[src/rtl/mem_lsu_serial.sv]
// ---------------------------------------------------------------------------
// mem_lsu_serial
//
// MEM-stage load/store unit that serialises byte/half/word/double accesses
// into MEM_W-wide beats on a shared, arbitrated memory port. Each beat is
// held on the port until the arbiter grants it. Load results are sign- or
// zero-extended. The pipeline is stalled until the access completes.
// Non-memory instructions pass straight through to WB with zero latency.
//
// Ports
//   clk, rst            clock (rising edge), asynchronous active-low reset
//   op_valid_i          MEM stage holds a load/store this cycle
//   op_we_i             1 = store, 0 = load
//   op_size_i           00 byte, 01 half, 10 word, 11 double (word if XLEN=32)
//   op_unsigned_i       loads: 1 = zero-extend, 0 = sign-extend
//   addr_i              effective byte address (any alignment)
//   data_i              store data, or ALU result for pass-through
//   wd_i, wreg_i        destination register index / write enable
//   mem_gnt_i           arbiter grant for the beat currently on the port
//   mem_rdata_i         read data, valid one cycle after a granted read beat
//   mem_req_o .. mem_wdata_o   registered beat request, address, write flag,
//                              byte enables (lane 0 = mem_addr_o), write data
//   stall_o             freeze IF/ID/EX/MEM pipeline registers
//   wd_o, wreg_o, data_o       result towards WB
// ---------------------------------------------------------------------------
module mem_lsu_serial #(
    parameter int XLEN   = 32,
    parameter int MEM_W  = 8,
    parameter int ADDR_W = 32,
    parameter int REG_AW = 5
) (
    input  logic                 clk,
    input  logic                 rst,
    input  logic                 op_valid_i,
    input  logic                 op_we_i,
    input  logic [1:0]           op_size_i,
    input  logic                 op_unsigned_i,
    input  logic [ADDR_W-1:0]    addr_i,
    input  logic [XLEN-1:0]      data_i,
    input  logic [REG_AW-1:0]    wd_i,
    input  logic                 wreg_i,
    input  logic                 mem_gnt_i,
    input  logic [MEM_W-1:0]     mem_rdata_i,
    output logic                 mem_req_o,
    output logic [ADDR_W-1:0]    mem_addr_o,
    output logic                 mem_we_o,
    output logic [MEM_W/8-1:0]   mem_be_o,
    output logic [MEM_W-1:0]     mem_wdata_o,
    output logic                 stall_o,
    output logic [REG_AW-1:0]    wd_o,
    output logic                 wreg_o,
    output logic [XLEN-1:0]      data_o
);

    localparam int L  = MEM_W / 8;          // byte lanes per beat
    localparam int NB = XLEN / 8;           // bytes per register
    localparam int BW = $clog2(NB) + 1;     // beat index / beat count width

    localparam logic [1:0] S_IDLE    = 2'd0;
    localparam logic [1:0] S_ACCESS  = 2'd1;
    localparam logic [1:0] S_CAPTURE = 2'd2;
    localparam logic [1:0] S_DONE    = 2'd3;

    // A "double" on a 32-bit core is treated as a word.
    function automatic logic [1:0] eff_size(input logic [1:0] sz);
        if (XLEN == 32 && sz == 2'd3) return 2'd2;
        return sz;
    endfunction

    function automatic logic [BW-1:0] num_beats(input logic [1:0] sz);
        int b;
        b = 1 << sz;
        return BW'((b + L - 1) / L);
    endfunction

    // Low min(L, B - k*L) lanes enabled.
    function automatic logic [L-1:0] beat_be(input logic [1:0] sz, input logic [BW-1:0] k);
        int rem;
        logic [L-1:0] be;
        rem = (1 << sz) - int'(k) * L;
        be  = '0;
        for (int j = 0; j < L; j++) be[j] = (j < rem);
        return be;
    endfunction

    function automatic logic [MEM_W-1:0] beat_wdata(input logic [XLEN-1:0] d, input logic [BW-1:0] k);
        return MEM_W'(d >> (8 * L * int'(k)));
    endfunction

    function automatic logic [ADDR_W-1:0] beat_addr(input logic [ADDR_W-1:0] a, input logic [BW-1:0] k);
        return a + ADDR_W'(int'(k) * L);
    endfunction

    // Extend the low 8<<sz bits of the read buffer to XLEN.
    function automatic logic [XLEN-1:0] extend(input logic [XLEN-1:0] b, input logic [1:0] sz,
                                               input logic uns);
        int nbits;
        logic fill;
        logic [XLEN-1:0] r;
        nbits = 8 << sz;
        fill  = uns ? 1'b0 : b[nbits-1];
        for (int i = 0; i < XLEN; i++) r[i] = (i < nbits) ? b[i] : fill;
        return r;
    endfunction

    logic [1:0]         state_q, state_d;
    logic [BW-1:0]      beat_q, beat_d;
    logic               we_q, we_d;
    logic [1:0]         size_q, size_d;
    logic               uns_q, uns_d;
    logic [ADDR_W-1:0]  addr_q, addr_d;
    logic [XLEN-1:0]    data_q, data_d;
    logic [REG_AW-1:0]  wd_q, wd_d;
    logic               wreg_q, wreg_d;
    logic               req_q, req_d;
    logic               pwe_q, pwe_d;
    logic [ADDR_W-1:0]  paddr_q, paddr_d;
    logic [L-1:0]       pbe_q, pbe_d;
    logic [MEM_W-1:0]   pwdata_q, pwdata_d;
    logic [XLEN-1:0]    rbuf_q, rbuf_d;
    // A granted read beat whose data arrives on mem_rdata_i this cycle.
    logic               pend_q, pend_d;
    logic [BW-1:0]      pend_beat_q, pend_beat_d;
    logic [L-1:0]       pend_be_q, pend_be_d;

    always_comb begin
        state_d     = state_q;
        beat_d      = beat_q;
        we_d        = we_q;
        size_d      = size_q;
        uns_d       = uns_q;
        addr_d      = addr_q;
        data_d      = data_q;
        wd_d        = wd_q;
        wreg_d      = wreg_q;
        req_d       = req_q;
        pwe_d       = pwe_q;
        paddr_d     = paddr_q;
        pbe_d       = pbe_q;
        pwdata_d    = pwdata_q;
        rbuf_d      = rbuf_q;
        pend_d      = 1'b0;
        pend_beat_d = pend_beat_q;
        pend_be_d   = pend_be_q;

        case (state_q)
            S_IDLE: begin
                if (op_valid_i) begin
                    state_d  = S_ACCESS;
                    we_d     = op_we_i;
                    size_d   = eff_size(op_size_i);
                    uns_d    = op_unsigned_i;
                    addr_d   = addr_i;
                    data_d   = data_i;
                    wd_d     = wd_i;
                    wreg_d   = wreg_i;
                    beat_d   = '0;
                    req_d    = 1'b1;
                    pwe_d    = op_we_i;
                    paddr_d  = addr_i;
                    pbe_d    = beat_be(eff_size(op_size_i), '0);
                    pwdata_d = beat_wdata(data_i, '0);
                end
            end
            S_ACCESS: begin
                if (mem_gnt_i) begin
                    if (!we_q) begin
                        pend_d      = 1'b1;
                        pend_beat_d = beat_q;
                        pend_be_d   = pbe_q;
                    end
                    if ((beat_q + BW'(1)) == num_beats(size_q)) begin
                        state_d = we_q ? S_DONE : S_CAPTURE;
                        req_d   = 1'b0;
                        pwe_d   = 1'b0;
                    end else begin
                        beat_d   = beat_q + BW'(1);
                        paddr_d  = beat_addr(addr_q, beat_q + BW'(1));
                        pbe_d    = beat_be(size_q, beat_q + BW'(1));
                        pwdata_d = beat_wdata(data_q, beat_q + BW'(1));
                    end
                end
            end
            S_CAPTURE: state_d = S_DONE;
            default:   state_d = S_IDLE;
        endcase

        // Read data lands the cycle after its grant, independent of whether
        // the following beat is granted. Lanes past the access size are dropped.
        if (pend_q) begin
            for (int j = 0; j < L; j++) begin
                if (pend_be_q[j] && (int'(pend_beat_q) * L + j) < NB)
                    rbuf_d[8 * (int'(pend_beat_q) * L + j) +: 8] = mem_rdata_i[8 * j +: 8];
            end
        end
    end

    always_ff @(posedge clk or negedge rst) begin
        if (!rst) begin
            state_q     <= S_IDLE;
            beat_q      <= '0;
            we_q        <= 1'b0;
            size_q      <= '0;
            uns_q       <= 1'b0;
            addr_q      <= '0;
            data_q      <= '0;
            wd_q        <= '0;
            wreg_q      <= 1'b0;
            req_q       <= 1'b0;
            pwe_q       <= 1'b0;
            paddr_q     <= '0;
            pbe_q       <= '0;
            pwdata_q    <= '0;
            rbuf_q      <= '0;
            pend_q      <= 1'b0;
            pend_beat_q <= '0;
            pend_be_q   <= '0;
        end else begin
            state_q     <= state_d;
            beat_q      <= beat_d;
            we_q        <= we_d;
            size_q      <= size_d;
            uns_q       <= uns_d;
            addr_q      <= addr_d;
            data_q      <= data_d;
            wd_q        <= wd_d;
            wreg_q      <= wreg_d;
            req_q       <= req_d;
            pwe_q       <= pwe_d;
            paddr_q     <= paddr_d;
            pbe_q       <= pbe_d;
            pwdata_q    <= pwdata_d;
            rbuf_q      <= rbuf_d;
            pend_q      <= pend_d;
            pend_beat_q <= pend_beat_d;
            pend_be_q   <= pend_be_d;
        end
    end

    assign mem_req_o   = req_q;
    assign mem_addr_o  = paddr_q;
    assign mem_we_o    = pwe_q;
    assign mem_be_o    = pbe_q;
    assign mem_wdata_o = pwdata_q;

    assign stall_o = ((state_q == S_IDLE) && op_valid_i) || (state_q == S_ACCESS) ||
                     (state_q == S_CAPTURE);

    // IDLE is a combinational bypass; DONE presents the result for one cycle;
    // every other state sends a bubble to WB.
    always_comb begin
        wd_o   = wd_q;
        wreg_o = 1'b0;
        data_o = '0;
        case (state_q)
            S_IDLE: begin
                wd_o   = wd_i;
                wreg_o = wreg_i & ~op_valid_i;
                data_o = data_i;
            end
            S_DONE: begin
                wreg_o = wreg_q & ~we_q;
                data_o = we_q ? '0 : extend(rbuf_q, size_q, uns_q);
            end
            default: ;
        endcase
    end

endmodule

[config.mk]
export PLATFORM = sky130hd
export DESIGN_NAME = mem_lsu_serial
export DESIGN_NICKNAME = d
export VERILOG_FILES = /design/src/rtl/mem_lsu_serial.sv
export SDC_FILE = /design/constraint.sdc
export NUM_CORES = 1
export LEC_CHECK = 0
export CORE_ASPECT_RATIO = 1.5
export CORE_UTILIZATION = 25
export DETAILED_ROUTE_END_ITERATION = 6
export PLACE_DENSITY = 0.42
export SYNTH_ARGS = -nofsm -noshare
export SYNTH_HDL_FRONTEND = slang
export SYNTH_SLANG_ARGS = --single-unit
export TNS_END_PERCENT = 100
[constraint.sdc]
create_clock -name clk -period 2.76 [get_ports clk]
set_input_delay 0.552 -clock clk [delete_from_list [all_inputs] [get_ports clk]]
set_output_delay 0.552 -clock clk [all_outputs]
set_load 0.01 [all_outputs]
Word-level counts from Yosys, hierarchy flattened
Cells that the tools add are included.
{ "word_totals": {"reg_bits": 159, "in_bits": 86, "out_inout_bits": 82, "wordCells": 170} }
{ "classes": {"add_sub_neg": 7, "order_cmp": 36, "n_eq_ne": 9, "shifts": 6, "muxes": 78, "bitwise_logic": 4, "n_reduce_logical": 12} }
{ "ops": {"columns": ["op", "n"], "rows": [
  ["6-bit by 32-bit less-than comparator with 1-bit output, first input constant", 16],
  ["5-bit by 32-bit less-than comparator with 1-bit output, first input constant", 8],
  ["4-bit by 32-bit less-than comparator with 1-bit output, first input constant", 4],
  ["32-bit 2-to-1 mux", 4],
  ["32-bit case mux with 2 select lines", 2],
  ["1-bit by 32-bit less-than comparator with 1-bit output, first input constant", 3],
  ["3-bit by 32-bit less-than comparator with 1-bit output, first input constant", 2],
  ["1-bit by 2-bit << shifter with 32-bit output, first input constant", 2],
  ["1-bit 2-to-1 mux", 49],
  ["6-bit negation with 33-bit output", 1],
  ["8-bit by 33-bit variable shift with 32-bit output, first input constant", 1],
  ["8-bit by 33-bit variable part select with 32-bit output", 1],
  ["32-bit by 3-bit adder with 32-bit output", 1],
  ["32-bit bitwise mux", 1],
  ["2-bit by 32-bit less-than comparator with 1-bit output, first input constant", 1],
  ["32-bit by 7-bit less-than comparator with 1-bit output, second input constant", 1],
  ["4-bit by 2-bit << shifter with 32-bit output, first input constant", 1],
  ["32-bit by 6-bit >> shifter with 8-bit output", 1],
  ["32-bit by 2-bit subtractor with 32-bit output, second input constant", 1],
  ["32-bit by 4-bit subtractor with 32-bit output", 1],
  ["8-bit 2-to-1 mux", 3],
  ["8-bit case mux with 2 select lines", 1],
  ["2-bit 2-to-1 mux", 7],
  ["3-bit 2-to-1 mux", 3],
  ["other kinds (22)", 37]
]} }

Depth between registers and ports, before layout
{ "depth": {"word_depth": 11, "mapped_depth": 11, "depth_no_buf": 10} }

Least setup slack after synthesis
No wires, ideal clock.
{ "synth_path": {"path_kind": "register to register", "start": "register pend_beat_q[0]", "end": "register rbuf_q[0]", "setup_time_ns": 0.125, "arrival_ns": 2.425, "required_time_ns": 2.635, "slack_ns": 0.210, "stages_incl_launch_ff": 7, "path_buffers": 1, "synth_period_minus_slack_ns": 2.550, "path_cell_list": "dfrtp_1 -> clkbuf_1 -> inv_1 -> ha_1 -> or4b_2 -> nor4_4 -> mux2_2"} }
{ "synth_between": {"elab_chain_cells": 3, "elab_cells_between_ends": 7, "classes_between": "1 x add/sub; 1 x order compare; 2 x shift; 1 x mux; 2 x reduce/logical"} }
{ "synth_lines": {"columns": ["element", "line", "source"], "rows": [
  ["start: declaration", "123", "logic [BW-1:0] pend_beat_q, pend_beat_d;"],
  ["start signal: assignment", "235", "pend_beat_q <= pend_beat_d;"],
  ["6-bit negation with 33-bit output or 3-bit less-than comparator (tied branches)", "193, 192", null],
  ["8-bit by 33-bit variable part select with 32-bit output, or another cell as far along", "193", "rbuf_d[8 * (int'(pend_beat_q) * L + j) +: 8] = mem_rdata_i[8 * j +: 8];"],
  ["32-bit bitwise mux or 2-bit AND reduction (tied branches)", null, null],
  ["end signal: assignment", "233", "rbuf_q <= rbuf_d;"],
  ["end: declaration", "120", "logic [XLEN-1:0] rbuf_q, rbuf_d;"]
]} }
Parallel ways exist; a longest one is shown, timed or not.
A chain may end at the register's enable or synchronous reset.

Final worst setup path
{ "layout_path": {"start": "register state_q[0]", "end": "output port stall_o"} }
{ "layout_between": {"elab_chain_cells": 4, "elab_cells_between_ends": 6, "classes_between": "2 x eq/ne; 4 x reduce/logical"} }
{ "layout_lines": {"columns": ["element", "line", "source"], "rows": [
  ["start: declaration", "106", "logic [1:0] state_q, state_d;"],
  ["start signal: assignment", "219", "state_q <= state_d;"],
  ["2-bit zero test", "246", "assign stall_o = ((state_q == S_IDLE) && op_valid_i) || (state_q == S_ACCESS) ||"],
  ["1-bit logical AND", "246", null],
  ["1-bit logical OR", "246", null],
  ["1-bit logical OR (*)", "246", null],
  ["end: declaration", "49", "output logic stall_o,"]
]} }
Every way passes the cells marked *; elsewhere a longest branch is shown, timed or not.

==> impl_metrics.env <==
export IMPL_synth_ff_type="dfrtp_1"
export IMPL_outcome="completed"
export IMPL_clock_latency_ns=0.45
export IMPL_async_flop_share_pct=100
export IMPL_drc=0
export IMPL_hold_buffers=0
export IMPL_grt_use_met3_pct=2.94
export IMPL_synthCells=780
export IMPL_antenna_found_initial=1
export IMPL_wire_per_inst_microns=18.8
export IMPL_skew_ns=0.00938
export IMPL_die_x_microns=149
export IMPL_start_util_pct=25.5
export IMPL_cts_tree="yes"
export IMPL_grt_use_total_pct=16.6
export IMPL_relSlewSlack_pct=53.7
export IMPL_globalRouteMet1Util_pct=19.1
export IMPL_first_global_vias=6857
export IMPL_power_leakage_nw=4.61
export IMPL_clkSinkCount=159
export IMPL_grt_pass1_wl_microns=40700
export IMPL_syn_num_nets=881
export IMPL_power_net_switching_mw=5.27
export IMPL_dp_hpwl_microns=19100
export IMPL_power_density_nw_per_um2=1200
export IMPL_place_port_buffers=167
export IMPL_synth_cell_types=53
export IMPL_hold_path_class="in -> async"
export IMPL_core_sq_um=31800
export IMPL_clk_pin_slew_ns=0.07
export IMPL_final_antenna_net_count=0
export IMPL_grt_use_met2_pct=30.3
export IMPL_grt_overflow_total=0
export IMPL_syn_area_sq_um=8110
export IMPL_ctsLongestPathBuffers=2
export IMPL_power_total_mw=13.5
export IMPL_busiest_layer="met2"
export IMPL_ys_seq_area_share_pct=49.1
export IMPL_pwr_share_seq_pct=30.4
export IMPL_clockPowerShare_pct=18.1
export IMPL_dieArea_sq_um=33200
export IMPL_crit_fanout=4
export IMPL_setup_viol=0
export IMPL_io_pins=168
export IMPL_drt_iter0_drc=231
export IMPL_cts_made_buffers=17
export IMPL_fin_nets=1068
export IMPL_root_buffer="clkbuf_16"
export IMPL_crit_type="reg -> out"
export IMPL_p_comb_share_pct=51.4
export IMPL_worstPathRequired_ns=2.21
export IMPL_period_minus_slack_ns=2.65
export IMPL_timing_fmax_mhz=377
export IMPL_critPathArrivalTime_ns=2.10
export IMPL_synth_edf_count=0
export IMPL_worst_setup_path_end_kind="output pin"
export IMPL_maxCapViolCount=0
export IMPL_maxSlewViolCount=0
export IMPL_synth_avg_cell_area_sq_um=10.4
export IMPL_worstMarginPinSlew_ns=0.689
export IMPL_fin_crit_sh_pct=96.1
export IMPL_yosys_warnings=0
export IMPL_grt_max_degree=77
export IMPL_wirelength_microns=26100
export IMPL_start_kind="flip-flop"
export IMPL_hold_viol_final=0
export IMPL_place_congestion=0.779
export IMPL_setup_tns_ns=0
export IMPL_power_internal_mw=8.18
export IMPL_rows=80
export IMPL_die_y_microns=223
export IMPL_vias=6491
export IMPL_switching_share_pct=39.2
export IMPL_htreeDepth=4
export IMPL_area_delta_synth_final_pct=37.8
export IMPL_ir_drop_uv=513
export IMPL_ys_ff_latch=159
export IMPL_drtPass1Iterations=4
export IMPL_viasPerCell=4.67
export IMPL_drive_gt1_share_pct=20.8
export IMPL_rsz0062_at_grt="no"
==> layout make-up <==
| type | instances | area (sq um) |
|---|---|---|
| diodes | 1 | 2.50 |
| clock buffers | 20 | 467 |
| clock inverters | 12 | 134 |
| fillers | 3285 | 20700 |
| inverters | 17 | 63.8 |
| multi-input cells | 561 | 3950 |
| flip-flops and latches | 159 | 3980 |
| well taps | 410 | 513 |
| repair buffers | 211 | 2070 |
==> per-stage QoR <==
stage	cell area [sq um]	utilization, %	cells	worst slack (ns)	hold WS, ns
3_3_place_gp	10500	33.0	1353	0.0229	0.458
3_5_place_dp	10500	33.0	1353	0.0124	0.468
5_1_grt	11200	35.1	1391	0.000385	0.0717
6_report	11200	35.1	1391	0.107	0.0472
4_1_cts	11200	35.1	1390	-0.0187	0.0534
2_1_floorplan	8110	-	780	0.210	0.256
==> routing by layer <==
layer	up-vias	wire [microns]
met5	-	0
met4	0	433
met3	17	892
met2	150	14200
met1	3190	10600
li1	3134	-
==> kinds of logic (layout without fill, tap and decap cells) <==
| group | Yosys count | after routing | share of synthesized area [%] |
|---|---|---|---|
| fa+ha+maj | 17 | 17 | 2.56 |
| xor+xnor | 33 | 33 | 3.66 |
| other cells | 0 | 1 | 0 |
| compound gates | 172 | 172 | 12.4 |
| buf+inv | 60 | 260 | 2.92 |
| flops | 159 | 159 | 49.1 |
| simple gates | 231 | 231 | 13.4 |
| mux | 108 | 108 | 16.0 |
==> synthesized netlist by cell type (7+ instances only) <==
library cell	instances	share of area [%]
o22ai_1	14	1.1
mux2i_1	9	1.1
xor2_1	18	1.9
mux2_2	91	13
a21oi_1	47	2.9
buf_1	8	0.37
dfrtp_1	159	49
clkbuf_1	31	1.4
nor2_1	63	2.9
a22oi_1	10	0.93
nand3_1	23	1.4
a221oi_1	9	0.97
and3_1	7	0.54
nand2_1	97	4.5
mux4_2	8	2.2
o21ai_0	68	4.2
ha_1	15	2.3
inv_1	16	0.74
xnor2_1	14	1.5
==> sequential cells by signal, summed over array words and instances (netlist names), 3 cells and up <==
name / count
addr_q: 32
data_q: 32
mem_addr_o: 32
rbuf_q: 32
mem_wdata_o: 8
wd_q: 5
beat_q: 3
pend_beat_q: 3
==> cell usage in the layout, fill, tap and decap left out, types with 13 or more instances in the layout <==
| cell | netlist | routed |
|---|---|---|
| clkbuf_16 | 0 | 17 |
| dfrtp_1 | 159 | 159 |
| nand2_1 | 97 | 96 |
| clkdlybuf4s50_1 | 0 | 128 |
| buf_4 | 0 | 36 |
| nand3_1 | 23 | 23 |
| dlygate4sd2_1 | 0 | 26 |
| inv_1 | 16 | 15 |
| xor2_1 | 18 | 18 |
| o22ai_1 | 14 | 14 |
| a21oi_1 | 47 | 46 |
| mux2_2 | 91 | 91 |
| xnor2_1 | 14 | 14 |
| ha_1 | 15 | 13 |
| o21ai_0 | 68 | 67 |
| nor2_1 | 63 | 62 |
==> power by group through the flow <==
| stage | combinational [mW] | clock [mW] | sequential (mW) |
|---|---|---|---|
| 2_1_floorplan | 3.95 | 0 | 4.07 |
| 3_3_place_gp | 6.98 | 0 | 4.13 |
| 3_5_place_dp | 6.98 | 0 | 4.14 |
| 4_1_cts | 7.04 | 2.52 | 4.11 |
| 5_1_grt | 7.61 | 2.61 | 4.25 |
| 6_report | 6.92 | 2.44 | 4.09 |
==> final timing paths <==
kind	cells after the start	end	slack, ns	start
min in group clk	2	rbuf_q[27]	0.48	rbuf_q[27]
hold / removal	1	data_q[31]	0.05	rst
max in group asynchronous	2	rbuf_q[6]	2.01	rst
hold reg to reg	2	rbuf_q[27]	0.48	rbuf_q[27]
setup / recovery	7	stall_o	0.11	state_q[0]
setup reg to reg	10	mem_addr_o[3]	0.23	beat_q[0]
==> critical path, cell delays in order (launching register included) <==
cell and delay, ns:
dfrtp_1 0.38, buf_4 0.14, inv_1 0.10, ha_4 0.16, buf_4 0.14, nand2_4 0.05
nand2_1 0.12, clkdlybuf4s50_1 0.56
==> timing repair <==
item	in CTS	in global routing
cloned	1	0
endpoints found under the setup margin	38	23
buffers inserted	4	0
resized for setup	66	9
pin swaps	2	2
Note: power is estimated with default switching activity, not from simulation.
